$ cat src/rtl/mux4_rr_arbiter_pkg.sv
// rtl/mux4_rr_arbiter_pkg.sv - shared state encodings, sizes and helpers for the 4-way round-robin arbiter
package mux4_rr_arbiter_pkg;

    localparam int REQ_N = 4;
    localparam int SEL_W = 2;

    typedef enum logic {
        ST_IDLE  = 1'b0,
        ST_GRANT = 1'b1
    } arb_state_e;

    function automatic logic [REQ_N-1:0] idx_to_onehot(input logic [SEL_W-1:0] idx);
        return REQ_N'(1) << idx;
    endfunction

endpackage

$ cat src/rtl/mux4_rr_arbiter_if.sv
// rtl/mux4_rr_arbiter_if.sv - request/grant bundle between requesters and the round-robin arbiter
interface mux4_rr_arbiter_if;
    import mux4_rr_arbiter_pkg::*;

    logic [REQ_N-1:0] req_i;
    logic             done_i;
    logic [REQ_N-1:0] gnt_o;
    logic [SEL_W-1:0] sel_o;
    logic             busy_o;
    logic             timeout_o;

    modport master (
        output req_i, done_i,
        input  gnt_o, sel_o, busy_o, timeout_o
    );

    modport slave (
        input  req_i, done_i,
        output gnt_o, sel_o, busy_o, timeout_o
    );

endinterface

$ cat src/rtl/mux4_rr_arbiter_rr_pick4.sv
// rtl/mux4_rr_arbiter_rr_pick4.sv - combinational first-set scan of req starting at ptr, wrapping 3->0
module rr_pick4
    import mux4_rr_arbiter_pkg::*;
(
    input  logic [REQ_N-1:0] req,
    input  logic [SEL_W-1:0] ptr,
    output logic             found,
    output logic [SEL_W-1:0] idx
);

    logic [SEL_W-1:0] cand;

    always_comb begin
        found = 1'b0;
        idx   = ptr;
        cand  = ptr;
        for (int i = 0; i < REQ_N; i++) begin
            cand = ptr + SEL_W'(i);
            if (!found && req[cand]) begin
                found = 1'b1;
                idx   = cand;
            end
        end
    end

endmodule

$ cat src/rtl/mux4_rr_arbiter.sv
// rtl/mux4_rr_arbiter.sv - round-robin arbiter driving the select of a shared 4:1 mux
// Optional forced release after HOLD_MAX grant cycles when ARB_TIMEOUT_EN is defined.
module mux4_rr_arbiter
    import mux4_rr_arbiter_pkg::*;
#(
    parameter int HOLD_MAX = 8,
    parameter int CNT_W    = 4
) (
    input  logic               clk_i,
    input  logic               rst_i,
    mux4_rr_arbiter_if.slave   arb
);

    arb_state_e       state_q, state_d;
    logic [REQ_N-1:0] gnt_q, gnt_d;
    logic [SEL_W-1:0] sel_q, sel_d;
    logic [SEL_W-1:0] ptr_q, ptr_d;
    logic             timeout_q, timeout_d;

    logic [SEL_W-1:0] pick_ptr;
    logic [SEL_W-1:0] pick_idx;
    logic             pick_found;
    logic             release_now;
    logic             timeout_hit;
    logic             new_grant;

    // Counter must be able to reach HOLD_MAX-1; a bad pairing leaves this marker block in the hierarchy.
    if ((HOLD_MAX < 1) || ((1 << CNT_W) < HOLD_MAX)) begin : g_bad_hold_cfg
    end

`ifdef ARB_TIMEOUT_EN
    logic [CNT_W-1:0] cnt_q, cnt_d;

    assign timeout_hit = (state_q == ST_GRANT) && (cnt_q == CNT_W'(HOLD_MAX - 1));

    always_comb begin
        cnt_d = cnt_q;
        if (new_grant) begin
            cnt_d = '0;
        end else if (state_q == ST_GRANT) begin
            cnt_d = cnt_q + CNT_W'(1);
        end
    end

    always_ff @(posedge clk_i) begin
        if (rst_i) begin
            cnt_q <= '0;
        end else begin
            cnt_q <= cnt_d;
        end
    end
`else
    assign timeout_hit = 1'b0;
`endif

    // While granted, the scan starts just past the owner so a re-pick on release is already rotated.
    assign pick_ptr = (state_q == ST_GRANT) ? (sel_q + SEL_W'(1)) : ptr_q;

    rr_pick4 u_pick (
        .req   (arb.req_i),
        .ptr   (pick_ptr),
        .found (pick_found),
        .idx   (pick_idx)
    );

    always_comb begin
        state_d     = state_q;
        gnt_d       = gnt_q;
        sel_d       = sel_q;
        ptr_d       = ptr_q;
        timeout_d   = 1'b0;
        new_grant   = 1'b0;
        release_now = (state_q == ST_GRANT) &&
                      (arb.done_i || !arb.req_i[sel_q] || timeout_hit);

        case (state_q)
            ST_IDLE: begin
                if (pick_found) begin
                    state_d   = ST_GRANT;
                    gnt_d     = idx_to_onehot(pick_idx);
                    sel_d     = pick_idx;
                    new_grant = 1'b1;
                end
            end
            ST_GRANT: begin
                if (release_now) begin
                    ptr_d     = pick_ptr;
                    timeout_d = timeout_hit && !arb.done_i && arb.req_i[sel_q];
                    if (pick_found) begin
                        gnt_d     = idx_to_onehot(pick_idx);
                        sel_d     = pick_idx;
                        new_grant = 1'b1;
                    end else begin
                        state_d = ST_IDLE;
                        gnt_d   = '0;
                    end
                end
            end
            default: begin
                state_d = ST_IDLE;
                gnt_d   = '0;
            end
        endcase
    end

    always_ff @(posedge clk_i) begin
        if (rst_i) begin
            state_q   <= ST_IDLE;
            gnt_q     <= '0;
            sel_q     <= '0;
            ptr_q     <= '0;
            timeout_q <= 1'b0;
        end else begin
            state_q   <= state_d;
            gnt_q     <= gnt_d;
            sel_q     <= sel_d;
            ptr_q     <= ptr_d;
            timeout_q <= timeout_d;
        end
    end

    assign arb.gnt_o     = gnt_q;
    assign arb.sel_o     = sel_q;
    assign arb.busy_o    = (state_q == ST_GRANT);
    assign arb.timeout_o = timeout_q;

endmodule

$ cat src/flat_wrapper.sv
// flat-port wrapper written by rule: the top's interface ports become plain ports
module mux4_rr_arbiter_flat import mux4_rr_arbiter_pkg::*;
#(
    parameter int HOLD_MAX = 8,
    parameter int CNT_W    = 4
)
  (clk_i, rst_i, arb_req_i, arb_done_i, arb_gnt_o, arb_sel_o, arb_busy_o, arb_timeout_o);
  mux4_rr_arbiter_if arb_i ();
  input  logic clk_i;
  input  logic rst_i;
  input wire logic [$bits(arb_i.req_i)-1:0] arb_req_i;
  input wire logic [$bits(arb_i.done_i)-1:0] arb_done_i;
  output wire logic [$bits(arb_i.gnt_o)-1:0] arb_gnt_o;
  output wire logic [$bits(arb_i.sel_o)-1:0] arb_sel_o;
  output wire logic [$bits(arb_i.busy_o)-1:0] arb_busy_o;
  output wire logic [$bits(arb_i.timeout_o)-1:0] arb_timeout_o;
  assign arb_i.req_i = arb_req_i;
  assign arb_i.done_i = arb_done_i;
  assign arb_gnt_o = arb_i.gnt_o;
  assign arb_sel_o = arb_i.sel_o;
  assign arb_busy_o = arb_i.busy_o;
  assign arb_timeout_o = arb_i.timeout_o;
  mux4_rr_arbiter #(.HOLD_MAX(HOLD_MAX), .CNT_W(CNT_W)) u_core (.clk_i(clk_i), .rst_i(rst_i), .arb(arb_i));
endmodule
$ cat config.mk
export PLATFORM = sky130hd
export DESIGN_NAME = mux4_rr_arbiter_flat
export DESIGN_NICKNAME = d
export VERILOG_FILES = /design/src/rtl/mux4_rr_arbiter_pkg.sv /design/src/rtl/mux4_rr_arbiter_if.sv /design/src/rtl/mux4_rr_arbiter_rr_pick4.sv /design/src/rtl/mux4_rr_arbiter.sv /design/src/flat_wrapper.sv
export SDC_FILE = /design/constraint.sdc
export NUM_CORES = 1
export LEC_CHECK = 0
export ABC_AREA = 1
export BUFFER_PORTS_ARGS = -buffer_cell sky130_fd_sc_hd__buf_2
export CAP_MARGIN = 20
export CORE_UTILIZATION = 57
export CTS_CLUSTER_SIZE = 8
export DETAILED_ROUTE_END_ITERATION = 10
export MAX_ROUTING_LAYER = met4
export PLACE_DENSITY = 0.78
export SYNTH_ARGS = -nofsm -noshare
export SYNTH_HDL_FRONTEND = slang
export SYNTH_SLANG_ARGS = --single-unit
export TNS_END_PERCENT = 20
$ cat constraint.sdc
create_clock -name clk_i -period 3.7 [get_ports clk_i]
set_input_delay 0.74 -clock clk_i [delete_from_list [all_inputs] [get_ports clk_i]]
set_output_delay 0.74 -clock clk_i [all_outputs]
set_load 0.005 [all_outputs]
## After elaboration in Yosys (flattened, before gate mapping)

Cells that the tools add are included.

- Add/subtract/negate cells: 4
- $lt $le $gt $ge: 5
- Equal/unequal tests: 2
- Shift-type cells: 1
- Muxes and demuxes: 28
- Bitwise gates (word level): 1
- Reduce and logical (&&, ||, !) cells: 11

Operators with widths:

| kind | number |
|---|---|
| $lt A2 B3 Y1 const B | 5 |
| $mux W2 | 6 |
| $mux W4 | 3 |
| $mux W1 | 11 |
| $bmux W1 S2 | 5 |
| $pmux W4 S2 | 1 |
| $add A2 B1 Y2 const B | 2 |
| $add A2 B2 Y2 const B | 2 |
| $logic_and A1 B1 Y1 | 4 |
| $logic_not A1 Y1 | 4 |
| $pmux W2 S2 | 1 |
| $reduce_and A2 Y1 | 2 |
| $shl A1 B2 Y4 const A | 1 |
| $ne A2 B1 Y1 const B | 1 |
| $ne A2 B2 Y1 const B | 1 |
| $pmux W1 S2 | 1 |
| $logic_or A1 B1 Y1 | 1 |
| $not A1 Y1 | 1 |

- Register bits after elaboration: 9
- Input bits: 7
- Output and inout port bits: 8
- Logic and storage cells: 56

## Longest topological paths before layout

Gate-level depths: netlist of the first run.

- Depth in word-level cells: 18
- Mapped depth: 16
- Mapped depth without buffers: 16

## By module

From an unflattened synthesis of the first run, not the netlist that was laid out.

- Cell total of the unflattened synthesis: 140
- Area, all modules: 773.2 µm²

Modules (own cells, without submodules):

| module | instances | cells each | area each (µm²) | sequential area each (µm²) |
|---|---|---|---|---|
| mux4_rr_arbiter | 1 | 77 | 490.5 | 180.2 |
| rr_pick4 | 1 | 63 | 282.8 | 0.0 |

## Worst setup path after synthesis of the first run

No wires, ideal clock.

- Kind: input to register
- Start: input port arb_req_i[0]
- End: register u_core.gnt_q[2], in the netlist u_core.arb.gnt_o[2]
- Library setup time: 68 ps
- Data arrival time: 1846 ps
- Data required time: 3632 ps
- Slack: 1786 ps
- Stages: 9
- Path buffers: 0
- Cells stage by stage: inv_1 > o21ai_0 > nand2_2 > o21ai_4 > nand3_1 > or2_4 > nand2_2 > nand2_1 > a21oi_2

- Cells in the longest elaborated chain, start to end: 16
- Elaborated cells on any way between the ends: 34

RTL lines:

| what | line | text |
|---|---|---|
| start, declared | flat_wrapper.sv:11 | `input wire logic [$bits(arb_i.req_i)-1:0] arb_req_i;` |
| $bmux W1 S2 | mux4_rr_arbiter_rr_pick4.sv:19 | `if (!found && req[cand]) begin` |
| $mux W1 (not written as such) | mux4_rr_arbiter_rr_pick4.sv:19 |  |
| $mux W1 | mux4_rr_arbiter_rr_pick4.sv:19 |  |
| $logic_not A1 Y1 | mux4_rr_arbiter_rr_pick4.sv:19 |  |
| $logic_and A1 B1 Y1 | mux4_rr_arbiter_rr_pick4.sv:19 |  |
| $mux W1 | mux4_rr_arbiter_rr_pick4.sv:19 |  |
| $logic_not A1 Y1 | mux4_rr_arbiter_rr_pick4.sv:19 |  |
| $logic_and A1 B1 Y1 | mux4_rr_arbiter_rr_pick4.sv:19 |  |
| $mux W1 | mux4_rr_arbiter_rr_pick4.sv:19 |  |
| $logic_not A1 Y1 | mux4_rr_arbiter_rr_pick4.sv:19 |  |
| $logic_and A1 B1 Y1 | mux4_rr_arbiter_rr_pick4.sv:19 |  |
| $mux W2 | mux4_rr_arbiter_rr_pick4.sv:19 |  |
| $shl A1 B2 Y4 | mux4_rr_arbiter_pkg.sv:13 | `return REQ_N'(1) << idx;` |
| $mux W4 | mux4_rr_arbiter.sv:89 | `if (pick_found) begin` |
| $mux W4 | mux4_rr_arbiter.sv:86 | `if (release_now) begin` |
| $pmux W4 S2 | mux4_rr_arbiter.sv:76 | `case (state_q)` |
| end signal, assigned | mux4_rr_arbiter.sv:115 | `gnt_q <= gnt_d;` |
| end, declared | mux4_rr_arbiter.sv:15 | `logic [REQ_N-1:0] gnt_q, gnt_d;` |

Several ways; a longest one is shown, not always the timed one. The select of a mux whose other input is x is not followed.
A chain may end at the register's enable or synchronous reset.

## Final worst setup path of the first run

- Start: register u_core.state_q, in the netlist u_core.arb.busy_o
- End: register u_core.gnt_q[3], in the netlist u_core.arb.gnt_o[3]

- Cells in the longest elaborated chain, start to end: 17
- Elaborated cells on any way between the ends: 35

RTL lines:

| what | line | text |
|---|---|---|
| start, declared | mux4_rr_arbiter.sv:14 | `arb_state_e state_q, state_d;` |
| start signal, assigned | mux4_rr_arbiter.sv:114 | `state_q <= state_d;` |
| parallel branches: the longest is 17 deep, another holds $add A2 B1 Y2 | n/a |  |

Several ways; the timed one is not identified. The select of a mux whose other input is x is not followed.

==> results_tabular.tex, run 1 <==
\begin{tabular}{lr}
\hline
Metric & Value \\
\hline
\multicolumn{2}{l}{\textbf{Outcome}} \\
\quad Result of the run & finished, final reports clean \\
\multicolumn{2}{l}{\textbf{Clock tree}} \\
\quad Clock buffer count from CTS & 3 \\
\quad Post-CTS resize count & 0 \\
\quad Number of buffers added to fix hold violations after cts & 0 \\
\quad CTS tree & built \\
\quad Number of levels in the clock H-tree & 1 \\
\quad Clock buffer depth & 2 \\
\quad Clock edge transition at the registers on the reported setup and hold paths & approximately 0.060 ns \\
\quad Worst skew pair latency & roughly 0.26 ns \\
\quad Clock sink count & 9 \\
\quad Setup fix buffers added after clock tree synthesis & 0 \\
\quad Clock tree root buffer cell & clkbuf\_4 \\
\multicolumn{2}{l}{\textbf{Logic synthesis}} \\
\quad Average instance area after synthesis & 6.659 um2 \\
\quad Cell count after synthesis & $\sim$120 \\
\quad Cell types occupying the most area after synthesis & dfxtp\_1, nand2\_1, nand2\_2, nand3\_1, a21oi\_2 \\
\quad Mapped cell area & 805.8 um2 \\
\quad Number of storage elements in the synthesis netlist & 9 \\
\quad Number of nets produced by synthesis & around 130 \\
\quad Sequential-to-total area share from yosys stat & approximately 22\% \\
\quad Cell type contributing the most total cell area after synthesis & dfxtp\_1 \\
\quad Number of distinct library cell variants in the gate-level netlist after synthesis & 28 \\
\quad Proportion of netlist area held by the largest area contributor & between 20\% and 30\% \\
\quad Syn. warnings & 0 \\
\multicolumn{2}{l}{\textbf{Global route}} \\
\quad Total global routing track utilization & between 20\% and 30\% \\
\quad Met3 global-route usage & 3.409\% \\
\quad Busiest grt layer & met2 \\
\quad Met2 capacity usage during global routing & a little over two fifths \\
\quad Vias in the first global route & $\sim$650 \\
\quad Global-route wire length before repair & about 2600 um \\
\quad Number of antenna violations at the first check in global routing & 0 \\
\quad Routing usage on met1 & between 20 and 30\% \\
\quad Leftover overflow at the end of global routing & 0 \\
\quad Pin count of the biggest net entering global routing & 15 \\
\multicolumn{2}{l}{\textbf{Finish}} \\
\quad Filler cell count & about 120 \\
\quad Area growth syn-to-layout & 10.87\% \\
\quad Fraction of final layout cells sized beyond drive strength 1 & about 34\% \\
\quad Antenna diode count & 0 \\
\quad Fin nets & around 140 \\
\multicolumn{2}{l}{\textbf{Min path}} \\
\quad Startpoint of the lowest-slack hold path & u\_core.arb.gnt\_o[2] \\
\quad Hold crit path type & reg2reg \\
\multicolumn{2}{l}{\textbf{Worst setup path}} \\
\quad Sort of element at the end of the critical path & flop \\
\quad Arrival time at the worst endpoint & about 2.4 ns \\
\quad Ordered list of cells on the worst path & o21ai\_2 > o21ai\_0 > nand3\_2 > nand2\_2 > nor2\_4 > nand2\_2 > o21bai\_4 > inv\_2 > nor2\_4 > nand2\_1 > a21oi\_2 \\
\quad Slowest cell on the critical path & o21ai\_2 \\
\quad Worst Path Required & between 3 and 4 ns \\
\quad Source of the critical timing path & u\_core.arb.busy\_o \\
\quad Critical R2R Launch & u\_core.arb.busy\_o \\
\quad Startpoint class of the critical path & flop \\
\quad Largest fanout on the critical path & 14 \\
\quad Kind of critical path & reg2reg \\
\quad Stage delay of the slowest cell on the critical path & about 0.48 ns \\
\multicolumn{2}{l}{\textbf{Run}} \\
\quad Maximum capacitance violations & 0 \\
\multicolumn{2}{l}{\textbf{Timing}} \\
\quad Post-route clock skew & between 0.01 and 0.015 ns \\
\quad Post-route setup TNS & 0 ns \\
\quad Number of hold violations in the final report & 0 \\
\quad Worst slack on hold paths & about 0.48 ns \\
\quad Worst slew margin relative to its limit & 63.27\% \\
\quad Total of endpoints with negative setup slack in the final report & 0 \\
\quad Shortest period the worst path allows & 2.165 ns \\
\quad Worst-margin pin slew & 0.5508 ns \\
\quad RSZ-0062 raised after global routing & no \\
\quad Period utilisation layout & 58.53\% \\
\quad Max-slew violation count & 0 \\
\quad Maximum achievable frequency & roughly 460 MHz \\
\multicolumn{2}{l}{\textbf{Power}} \\
\quad Standby leakage power & around 0.43 nW \\
\quad Pwr dens & approximately 840 mW/mm2 \\
\quad Highest ir drop seen on vdd & approximately 0.50 mV \\
\multicolumn{2}{l}{\textbf{Detailed routing}} \\
\quad Post-detailed-route via-to-cell ratio & around 5 \\
\quad Drt total wl & about 1600 um \\
\quad Detailed-route DRC error count & 0 \\
\quad Total via count in the routed design & roughly 770 \\
\quad Number of iterations in the first detailed-routing pass & 4 \\
\quad Post-detailed-route wirelength per cell & approximately 11 um \\
\quad Antenna violation net count after detailed routing & 0 \\
\quad DR iter-0 viols & 10 \\
\multicolumn{2}{l}{\textbf{Floorplanning}} \\
\quad Floorplan row count & 13 \\
\quad Effective utilization at floorplan & 61.92\% \\
\quad Full die area & $\sim$0.0016 mm2 \\
\quad Die X-Extent & 39.60 um \\
\quad Top-level port count & 15 \\
\quad Floorplan core area & between 0.001 and 0.0015 mm2 \\
\quad Vertical die dimension & just under 40 um \\
\multicolumn{2}{l}{\textbf{Placement}} \\
\quad Routability Congestion & 0.8884 \\
\quad Input/output buffers & 13 \\
\quad HPWL after detailed placement & 1322 um \\
\hline
\end{tabular}
## Yosys cell counts
cell type / n
inv_1: 9
o21ai_4: 1
nand3_2: 1
nand3_1: 9
nand4_1: 2
o21ai_0: 5
buf_1: 1
nand3b_1: 2
nor2_1: 6
a21oi_2: 4
nor2_2: 1
or2_4: 1
conb_1: 1
dfxtp_1: 9
nand3_4: 1
buf_4: 1
o21bai_4: 1
nor2_4: 2
a21o_1: 1
buf_6: 1
a21oi_1: 5
a211oi_1: 3
inv_2: 4
o21ai_2: 2
nand2_2: 10
nand2_1: 34
o21ai_1: 2
nand2_4: 2
## layer usage
layer,share of wire (%),up-vias
met5,0,-
met4,1.3,0
met3,1.5,4
met2,51,10
met1,46,334
li1,-,424
## cell usage in the layout, fill, tap and decap left out
cell type and n:
a21oi_2 4, nand4_1 2, inv_2 4, inv_1 9, nand2_1 34, nand3_4 1
a21oi_1 5, a21o_1 1, o21ai_1 2, nand3_1 9, nor2_4 2, or2_4 1
dfxtp_1 9, nor2_2 1, buf_2 13, nor2_1 6, o21bai_4 1, clkbuf_1 1
clkbuf_4 3, nand3b_1 2, o21ai_0 5, nand2_2 10, nand3_2 1, o21ai_2 2
o21ai_4 1, nand2_4 2, conb_1 1, a211oi_1 3
## state kept, by name, indices dropped and copies added, names as in the netlist
register	count
u_core.arb.gnt_o	4
u_core.arb.sel_o	2
u_core.ptr_q	2
u_core.arb.busy_o	1
## critical path, delay by kind of cell, from the launching register on
kind	cells	cell delay (ns)
simple gates	6	0.61
compound gates	4	1.04
flops	1	0.39
buf+inv	1	0.08
## per-stage QoR
stage | area, um2 | worst slack [ns] | power, mW | utilization [%] | instances
final | 893.4 | 1.535 | 0.7463 | 68.65 | 150
after global routing | 893.4 | 1.309 | 0.8227 | 68.65 | 150
after CTS | 893.4 | 1.526 | 0.7529 | 68.65 | 150
after detailed placement | 867.1 | 1.504 | 0.6754 | 66.63 | 146
after global placement | 867.1 | 1.532 | 0.6688 | 66.63 | 146
after floorplan | 805.8 | 1.786 | 0.5873 | - | 121
## final timing paths
kind / to / cells after the start / slack, ns
min: u_core.arb.gnt_o[2] / 2 / 0.48
min reg2reg: u_core.arb.gnt_o[2] / 2 / 0.48
max: u_core.arb.gnt_o[3] / 11 / 1.53
max reg2reg: u_core.arb.gnt_o[3] / 11 / 1.53
## cells by family after synthesis
kind of cell / share of synthesized area, %
buffers and inverters: 8.850
other: 0.4654
AO/OA/AOI/OAI: 22.05
flip-flops: 22.36
AND/OR/NAND/NOR: 46.27
## final cells by class
class                   count  area [um2]  share of cell area (%)
multi-input cells          96       554.3                   62.04
inverters                  13       48.80                   5.462
repair buffers             13       65.06                   7.283
well taps                  15       18.77                   2.101
flip-flops and latches      9       180.2                   20.17
clock buffers               4       26.28                   2.941
## power breakdown
group / internal [mW] / switching [mW] / leakage (nW) / total, mW
combinational: 0.183 / 0.323 / 0.342 / 0.506
sequential: 0.133 / 0.0327 / 0.0744 / 0.165
clock: 0.0414 / 0.0332 / 0.0150 / 0.0747
No activity file was read; power rests on OpenSTA's default activity.
==> run 2: changes to the inputs <==
CORE_UTILIZATION = 48   (was 57)
PLACE_DENSITY = 0.69   (was 0.78)
clock period = 1.9 ns   (was 3.7 ns; I/O delays follow)
==> run 2 against run 1 <==
  * The flow now finishes with violations (negative setup slack)
  * Via count grew 17%
  * Count of clock-buffer cells in the layout did not move
  * Non-clock buffer count is 20 higher
==> results_tabular.tex, run 2 (synthesis gave the netlist of run 1 again) <==
\begin{tabular}{lr}
\hline
Metric & Value \\
\hline
\multicolumn{2}{l}{\textbf{Outcome}} \\
\quad Result of the run & complete, but fails checks \\
\quad Violations in the final reports & negative setup slack \\
\multicolumn{2}{l}{\textbf{Power}} \\
\quad Pwr dens & 1704 mW/mm2 (+100\%) \\
\quad Logic pwr share & 75.4\% (+7.5 points) \\
\quad Standby leakage power & 0.5413 nW (+26\%) \\
\quad Highest ir drop seen on vdd & 0.8895 mV (+78\%) \\
\quad Switching portion of total power & 49.12\% (-3.0 points) \\
\quad Part of the power in registers & 17.0\% (-5.1 points) \\
\quad Power share of the clock group & 7.7\% (-2.3 points) \\
\quad Switching Power & 0.9383 mW (+140\%) \\
\quad Int Pwr & 0.9719 mW (+170\%) \\
\multicolumn{2}{l}{\textbf{Timing}} \\
\quad Minimum setup slack in the final design & -0.07237 ns (-1.607 ns) \\
\quad Total of endpoints with negative setup slack in the final report & 6 (+6) \\
\quad Max-slew violation count & 0 (unchanged) \\
\quad RSZ-0062 raised after global routing & yes \\
\quad Period utilisation layout & 103.8\% (+45 points) \\
\quad Number of hold violations in the final report & 0 (unchanged) \\
\quad Post-route clock skew & 0.004474 ns (-0.005578 ns) \\
\quad Worst slack on hold paths & 0.4225 ns (-0.05333 ns) \\
\quad Shortest period the worst path allows & 1.972 ns (-0.1931 ns) \\
\quad Maximum achievable frequency & 507.0 MHz (+9.8\%) \\
\multicolumn{2}{l}{\textbf{Clock tree}} \\
\quad Worst skew pair latency & 0.26 ns (about the same) \\
\quad Number of levels in the clock H-tree & 1 (unchanged) \\
\quad Clock buffer count from CTS & 3 (unchanged) \\
\quad CTS tree & built \\
\quad Clock buffer depth & 2 (unchanged) \\
\quad Clock tree root buffer cell & clkbuf\_4 \\
\quad Clock sink count & 9 (unchanged) \\
\quad Clock edge transition at the registers on the reported setup and hold paths & 0.06 ns (about the same) \\
\multicolumn{2}{l}{\textbf{Finish}} \\
\quad Fin nets & 163 (+14\%) \\
\quad Area growth syn-to-layout & 39.13\% \\
\quad Final std cell area, no fill & 0.001121 mm2 (+25\%) \\
\quad Utilization of the core after routing & 72.73\% (+4.1 points) \\
\quad Most frequent standard cell in the layout excluding fill and tap cells & nand2\_1 \\
\quad Top library cells by usage in the layout, fill and taps aside & nand2\_1, buf\_4, nand2\_2 \\
\quad Number of flip-flops in the largest register & 4 (unchanged) \\
\quad Fraction of final layout cells sized beyond drive strength 1 & 52.26\% (+18 points) \\
\quad Antenna diode count & 0 (unchanged) \\
\multicolumn{2}{l}{\textbf{Floorplanning}} \\
\quad Vertical die dimension & 42.97 um (+8.5\%) \\
\quad Die X-Extent & 42.97 um (+8.5\%) \\
\quad Top-level port count & 15 (unchanged) \\
\quad Full die area & 0.001846 mm2 (+18\%) \\
\quad Effective utilization at floorplan & 52.27\% (-9.7 points) \\
\quad Floorplan core area & 0.001541 mm2 (+18\%) \\
\quad Floorplan row count & 14 (+1) \\
\multicolumn{2}{l}{\textbf{Min path}} \\
\quad Worst-case hold path end point & u\_core.arb.gnt\_o[3] \\
\quad Worst Hold Depth & 2 (unchanged) \\
\quad Hold crit path type & in2reg \\
\quad Startpoint of the lowest-slack hold path & rst\_i \\
\multicolumn{2}{l}{\textbf{Worst setup path}} \\
\quad Sum of buffers and inverters on the critical path & 3 (+2) \\
\quad Largest fanout on the critical path & 5 (-9) \\
\quad Arrival time at the worst endpoint & 2.17 ns (-0.20 ns) \\
\quad Worst-case reg-to-reg path depth & 15 (+4) \\
\quad Destination of the worst register-to-register timing path & u\_core.arb.gnt\_o[0] \\
\quad Worst Path Required & 2.10 ns (-1.80 ns) \\
\quad Startpoint class of the critical path & flop \\
\quad Setup slack on the worst flop-to-flop path & -0.07 ns (-1.61 ns) \\
\quad Slowest cell on the critical path & dfxtp\_4 \\
\quad Sort of element at the end of the critical path & flop \\
\quad Critical R2R Launch & u\_core.arb.busy\_o \\
\quad Stage delay of the slowest cell on the critical path & 0.38 ns (-0.10 ns) \\
\quad Kind of critical path & reg2reg \\
\quad Ordered list of cells on the worst path & buf\_6 > inv\_4 > o21ai\_4 > nand2\_1 > nand2\_2 > nand2\_2 > nand2\_4 > inv\_2 > nor2\_4 > nand3\_2 > nand2\_2 > nand2\_2 > nor2\_4 > nand3\_1 > a21oi\_2 \\
\quad Source of the critical timing path & u\_core.arb.busy\_o \\
\quad Cell seen most often among critical-path stages & nand2\_2 \\
\quad CP top delay family & simple AND/OR/NAND/NOR gates \\
\multicolumn{2}{l}{\textbf{Global route}} \\
\quad Leftover overflow at the end of global routing & 0 (unchanged) \\
\quad Number of antenna violations at the first check in global routing & 0 (unchanged) \\
\quad Total global routing track utilization & 27.15\% (+2.0 points) \\
\quad Pin count of the biggest net entering global routing & 14 (-1) \\
\quad Global-route wire length before repair & 3608 um (+41\%) \\
\quad Vias in the first global route & 928 (+44\%) \\
\multicolumn{2}{l}{\textbf{Run}} \\
\quad Maximum capacitance violations & 0 (unchanged) \\
\multicolumn{2}{l}{\textbf{Placement}} \\
\quad Input/output buffers & 13 (unchanged) \\
\quad HPWL after detailed placement & 1607 um (+22\%) \\
\quad Routability Congestion & 0.8428 (-5.1\%) \\
\quad Dpl cell area & 0.001003 mm2 (+16\%) \\
\multicolumn{2}{l}{\textbf{Detailed routing}} \\
\quad Post-detailed-route via-to-cell ratio & 5.298 (+2.9\%) \\
\quad Drt total wl & 2154 um (+37\%) \\
\quad Number of iterations in the first detailed-routing pass & 4 (unchanged) \\
\quad Total via count in the routed design & 906 (+17\%) \\
\quad Post-detailed-route wirelength per cell & 12.60 um (+20\%) \\
\quad Antenna violation net count after detailed routing & 0 (unchanged) \\
\quad DR iter-0 viols & 13 (+3) \\
\quad Detailed-route DRC error count & 0 (unchanged) \\
\hline
\end{tabular}
-- run 2: cell count changes in the layout (fill, tap and decap cells not counted), moves of 2 or more --
cell / change
dfxtp_1: -2
nand2_2: +7
nand3_2: +2
o21ai_4: +2
dfxtp_4: +2
nand3_1: -2
o21ai_0: -2
o21ai_1: +2
buf_4: +19
nand2_1: -8
o21ai_2: -2
-- run 2: layout make-up --
| type | instances | area, um2 |
|---|---|---|
| multi-input combinational | 96 | 616.8 |
| clock buffer | 4 | 26.28 |
| inverter | 13 | 51.30 |
| fill | 147 | 420.4 |
| tap | 16 | 20.02 |
| sequential | 9 | 187.7 |
| timing repair buffer | 33 | 219.0 |
-- run 2: what timing repair did --
item	CTS	global route
resized for setup	20	5
setup endpoints to repair	6	6
cloned	0	0
hold buffers	0	0
pin swaps	6	0
hold endpoints to repair	0	0
buffers inserted	2	0
-- run 2: metrics by stage --
step | total power, mW | setup TNS, ns | std cells | worst slack [ns]
2_1_floorplan | 1.144 | 0 | 121 | 0.04807
3_3_place_gp | 1.548 | -0.6156 | 165 | -0.1368
3_5_place_dp | 1.592 | -0.9680 | 165 | -0.2081
4_1_cts | 1.871 | -0.06995 | 171 | -0.02165
5_1_grt | 2.049 | -1.125 | 171 | -0.2090
6_report | 1.910 | -0.2315 | 171 | -0.07237
-- run 2: power by group through the flow --
stage                     Combinational [mW]  Clock [mW]  Sequential (mW)
after global placement                  1.24           0            0.309
after detailed placement                1.28           0            0.314
after floorplan                        0.821           0            0.323
final                                   1.44       0.147            0.324
after CTS                               1.40       0.152            0.324
after global routing                    1.56       0.157            0.333
-- run 2: worst max-delay path by stage --
stage | endpoint | slack (ns) | cells past startpoint
floorplan | u_core.arb.gnt_o[2] | 0.05 | 13
global placement | u_core.arb.gnt_o[0] | -0.14 | 13
detailed placement | u_core.arb.gnt_o[0] | -0.21 | 15
CTS | u_core.arb.gnt_o[0] | -0.02 | 15
global route | u_core.arb.gnt_o[0] | -0.21 | 13
finish | u_core.arb.gnt_o[0] | -0.07 | 15
-- run 2: routing by layer --
metal	vias up	routed length, um	GRT usage, %	part of all wire [%]
li1	462	-	-	-
met1	415	923	28.76	43
met2	18	1101	47.58	51
met3	11	34	1.702	1.6
met4	0	95	18.79	4.4
met5	-	0	-	0
-- run 2: worst register-to-register path: cells and delay by family (launching register included) --
family                 cells  cell delay (ns)
AO/OA/AOI/OAI              2             0.33
AND/OR/NAND/NOR           10             0.98
buffers and inverters      3             0.22
flip-flops                 1             0.38
==> run 3: changes to the inputs <==
CORE_UTILIZATION = 51   (was 48)
CTS_BUF_LIST = sky130_fd_sc_hd__clkbuf_4 sky130_fd_sc_hd__clkbuf_8   (was unset)
PLACE_DENSITY = 0.73   (was 0.69)
SETUP_SLACK_MARGIN = 0.5   (was unset)
==> run 3 against run 2 <==
  * The run still ends with negative setup slack left
  * Sequential power grew 5%
  * First-iteration DRC count grew to 3.3 times the previous value
  * Register-to-register slack lost 0.05 ns
  * Clock skew shrank 0.00069 ns
  * Critical endpoint is now u_core.arb.gnt_o[1]
  * Largest cell class unchanged
==> results_tabular.tex, run 3 (synthesis gave the netlist of run 1 again) <==
\begin{tabular}{lr}
\hline
Metric & Value \\
\hline
\multicolumn{2}{l}{\textbf{Outcome}} \\
\quad Result of the run & complete, but fails checks \\
\quad Violations in the final reports & negative setup slack \\
\multicolumn{2}{l}{\textbf{Timing}} \\
\quad RSZ-0062 raised after global routing & yes \\
\quad Minimum setup slack in the final design & -0.1191 ns (-0.04672 ns) \\
\quad Maximum achievable frequency & 495.3 MHz (-2.3\%) \\
\quad Post-route setup TNS & -0.6314 ns (-0.3999 ns) \\
\quad Worst slack on hold paths & 0.4218 ns (-0.0006950 ns) \\
\quad Shortest period the worst path allows & 2.019 ns (+0.04672 ns) \\
\quad Total of endpoints with negative setup slack in the final report & 6 (unchanged) \\
\quad Post-route clock skew & 0.003785 ns (-0.0006891 ns) \\
\quad Period utilisation layout & 106.3\% (+2.5 points) \\
\quad Number of hold violations in the final report & 0 (unchanged) \\
\quad Max-slew violation count & 0 (unchanged) \\
\multicolumn{2}{l}{\textbf{Worst setup path}} \\
\quad Sort of element at the end of the critical path & flop \\
\quad Worst Path Required & 2.09 ns (about the same) \\
\quad Startpoint class of the critical path & flop \\
\quad CP top delay family & compound AO/OA/AOI/OAI gates \\
\quad Arrival time at the worst endpoint & 2.21 ns (+0.04 ns) \\
\quad Stage delay of the slowest cell on the critical path & 0.37 ns (about the same) \\
\quad Cell seen most often among critical-path stages & nor2\_4 \\
\quad Ordered list of cells on the worst path & buf\_4 > o21ai\_2 > o21ai\_1 > nand3\_1 > nand2\_4 > nor2\_4 > nand2\_2 > o21bai\_4 > inv\_2 > nor2\_4 > nand2\_1 > a21oi\_2 \\
\quad Largest fanout on the critical path & 5 (unchanged) \\
\quad Sum of buffers and inverters on the critical path & 2 (-1) \\
\quad Critical R2R Launch & u\_core.arb.busy\_o \\
\quad Source of the critical timing path & u\_core.arb.busy\_o \\
\quad Slowest cell on the critical path & dfxtp\_4 \\
\quad Kind of critical path & reg2reg \\
\multicolumn{2}{l}{\textbf{Clock tree}} \\
\quad Worst skew pair latency & 0.26 ns (about the same) \\
\quad Number of levels in the clock H-tree & 1 (unchanged) \\
\quad Clock edge transition at the registers on the reported setup and hold paths & 0.06 ns (about the same) \\
\quad Number of buffers added to fix hold violations after cts & 0 (unchanged) \\
\quad CTS tree & built \\
\quad Clock buffer count from CTS & 3 (unchanged) \\
\quad Clock sink count & 9 (unchanged) \\
\quad Clock tree root buffer cell & clkbuf\_4 \\
\quad Clock buffer depth & 2 (unchanged) \\
\multicolumn{2}{l}{\textbf{Floorplanning}} \\
\quad Die X-Extent & 41.75 um (-2.8\%) \\
\quad Vertical die dimension & 41.75 um (-2.8\%) \\
\quad Top-level port count & 15 (unchanged) \\
\quad Floorplan core area & 0.001383 mm2 (-10\%) \\
\quad Full die area & 0.001743 mm2 (-5.6\%) \\
\quad Effective utilization at floorplan & 58.28\% (+6.0 points) \\
\quad Floorplan row count & 13 (-1) \\
\multicolumn{2}{l}{\textbf{Global route}} \\
\quad Met3 global-route usage & 2.609\% (+0.91 points) \\
\quad Routing usage on met1 & 32.02\% (+3.3 points) \\
\quad Busiest grt layer & met2 \\
\quad Pin count of the biggest net entering global routing & 12 (-2) \\
\quad Met2 capacity usage during global routing & 44.06\% (-3.5 points) \\
\quad Leftover overflow at the end of global routing & 0 (unchanged) \\
\quad Total global routing track utilization & 26.89\% (-0.26 points) \\
\quad Number of antenna violations at the first check in global routing & 0 (unchanged) \\
\quad Vias in the first global route & 852 (-8.2\%) \\
\quad Global-route wire length before repair & 3560 um (-1.3\%) \\
\multicolumn{2}{l}{\textbf{Finish}} \\
\quad Top library cells by usage in the layout, fill and taps aside & nand2\_1, buf\_4, nand2\_2 \\
\quad Area growth syn-to-layout & 50.78\% \\
\quad Filler cell count & 74 (-50\%) \\
\quad Number of flip-flops in the largest register & 4 (unchanged) \\
\quad Fraction of final layout cells sized beyond drive strength 1 & 58.39\% (+6.1 points) \\
\quad Fin nets & 169 (+3.7\%) \\
\quad Count of placed standard cells in the final layout, fillers left out & 176 (+2.9\%) \\
\quad Most frequent standard cell in the layout excluding fill and tap cells & nand2\_1 \\
\quad Antenna diode count & 0 (unchanged) \\
\quad Utilization of the core after routing & 87.87\% (+15 points) \\
\multicolumn{2}{l}{\textbf{Power}} \\
\quad Pwr dens & 1756 mW/mm2 (+3.1\%) \\
\quad Power after layout & 2.133 mW (+12\%) \\
\quad Highest ir drop seen on vdd & 1.258 mV (+41\%) \\
\quad Standby leakage power & 0.5858 nW (+8.2\%) \\
\multicolumn{2}{l}{\textbf{Detailed routing}} \\
\quad Total via count in the routed design & 998 (+10\%) \\
\quad Number of iterations in the first detailed-routing pass & 4 (unchanged) \\
\quad Post-detailed-route wirelength per cell & 14.80 um (+17\%) \\
\quad DR iter-0 viols & 43 (+30) \\
\quad Detailed-route DRC error count & 0 (unchanged) \\
\quad Antenna violation net count after detailed routing & 0 (unchanged) \\
\quad Drt total wl & 2604 um (+21\%) \\
\quad Post-detailed-route via-to-cell ratio & 5.670 (+7.0\%) \\
\multicolumn{2}{l}{\textbf{Min path}} \\
\quad Hold crit path type & in2reg \\
\quad Startpoint of the lowest-slack hold path & rst\_i \\
\multicolumn{2}{l}{\textbf{Placement}} \\
\quad Input/output buffers & 13 (unchanged) \\
\quad Routability Congestion & 0.8374 (-0.64\%) \\
\quad Number of placed instances with taps included & 164 (-0.61\%) \\
\quad HPWL after detailed placement & 1504 um (-6.4\%) \\
\multicolumn{2}{l}{\textbf{Run}} \\
\quad Maximum capacitance violations & 0 (unchanged) \\
\hline
\end{tabular}
-- run 3: changes by cell type in the layout (fill, tap and decap cells not counted), sizes merged --
cell / change
buf: +5
o21ai: +1
-- run 3: worst paths after layout --
kind | to | slack, ns | cells after the start
max | u_core.arb.gnt_o[1] | -0.12 | 12
min | u_core.arb.gnt_o[2] | 0.42 | 2
max reg2reg | u_core.arb.gnt_o[1] | -0.12 | 12
min reg2reg | u_core.arb.gnt_o[0] | 0.46 | 2
-- run 3: layout make-up --
class	count	area, um2	share of cell area, %
tap	15	18.77	1.545
timing repair buffer	38	260.3	21.42
multi-input combinational	97	663.1	54.58
inverter	13	53.80	4.428
sequential	9	188.9	15.55
clock buffer	4	30.03	2.472
-- run 3: per-stage QoR --
stage	setup WS (ns)	cell area, um2
2_1_floorplan	0.1506	818.3
3_3_place_gp	-0.02048	1015
3_5_place_dp	-0.08478	1015
4_1_cts	-0.05921	1142
5_1_grt	-0.2444	1215
6_report	-0.1191	1215
-- run 3: routing by layer --
metal	share of wire, %	up-vias	wire length, um
met5	0	-	0
met3	3.9	14	101
li1	-	480	-
met2	51	38	1322
met1	41	466	1076
met4	4.0	0	104
-- run 3: what timing repair did --
action / 4_1_cts / 5_1_grt
gates resized for setup: 15 / 17
setup buffers: 6 / 1
pin swaps: 19 / 13
setup endpoints to repair: 8 / 9
gates cloned: 0 / 1
-- run 3: power by group --
group	internal, mW	total, mW	switching, mW
logic	0.704	1.64	0.934
registers	0.268	0.339	0.0715
clock network	0.0949	0.157	0.0619
total	1.07	2.13	1.07
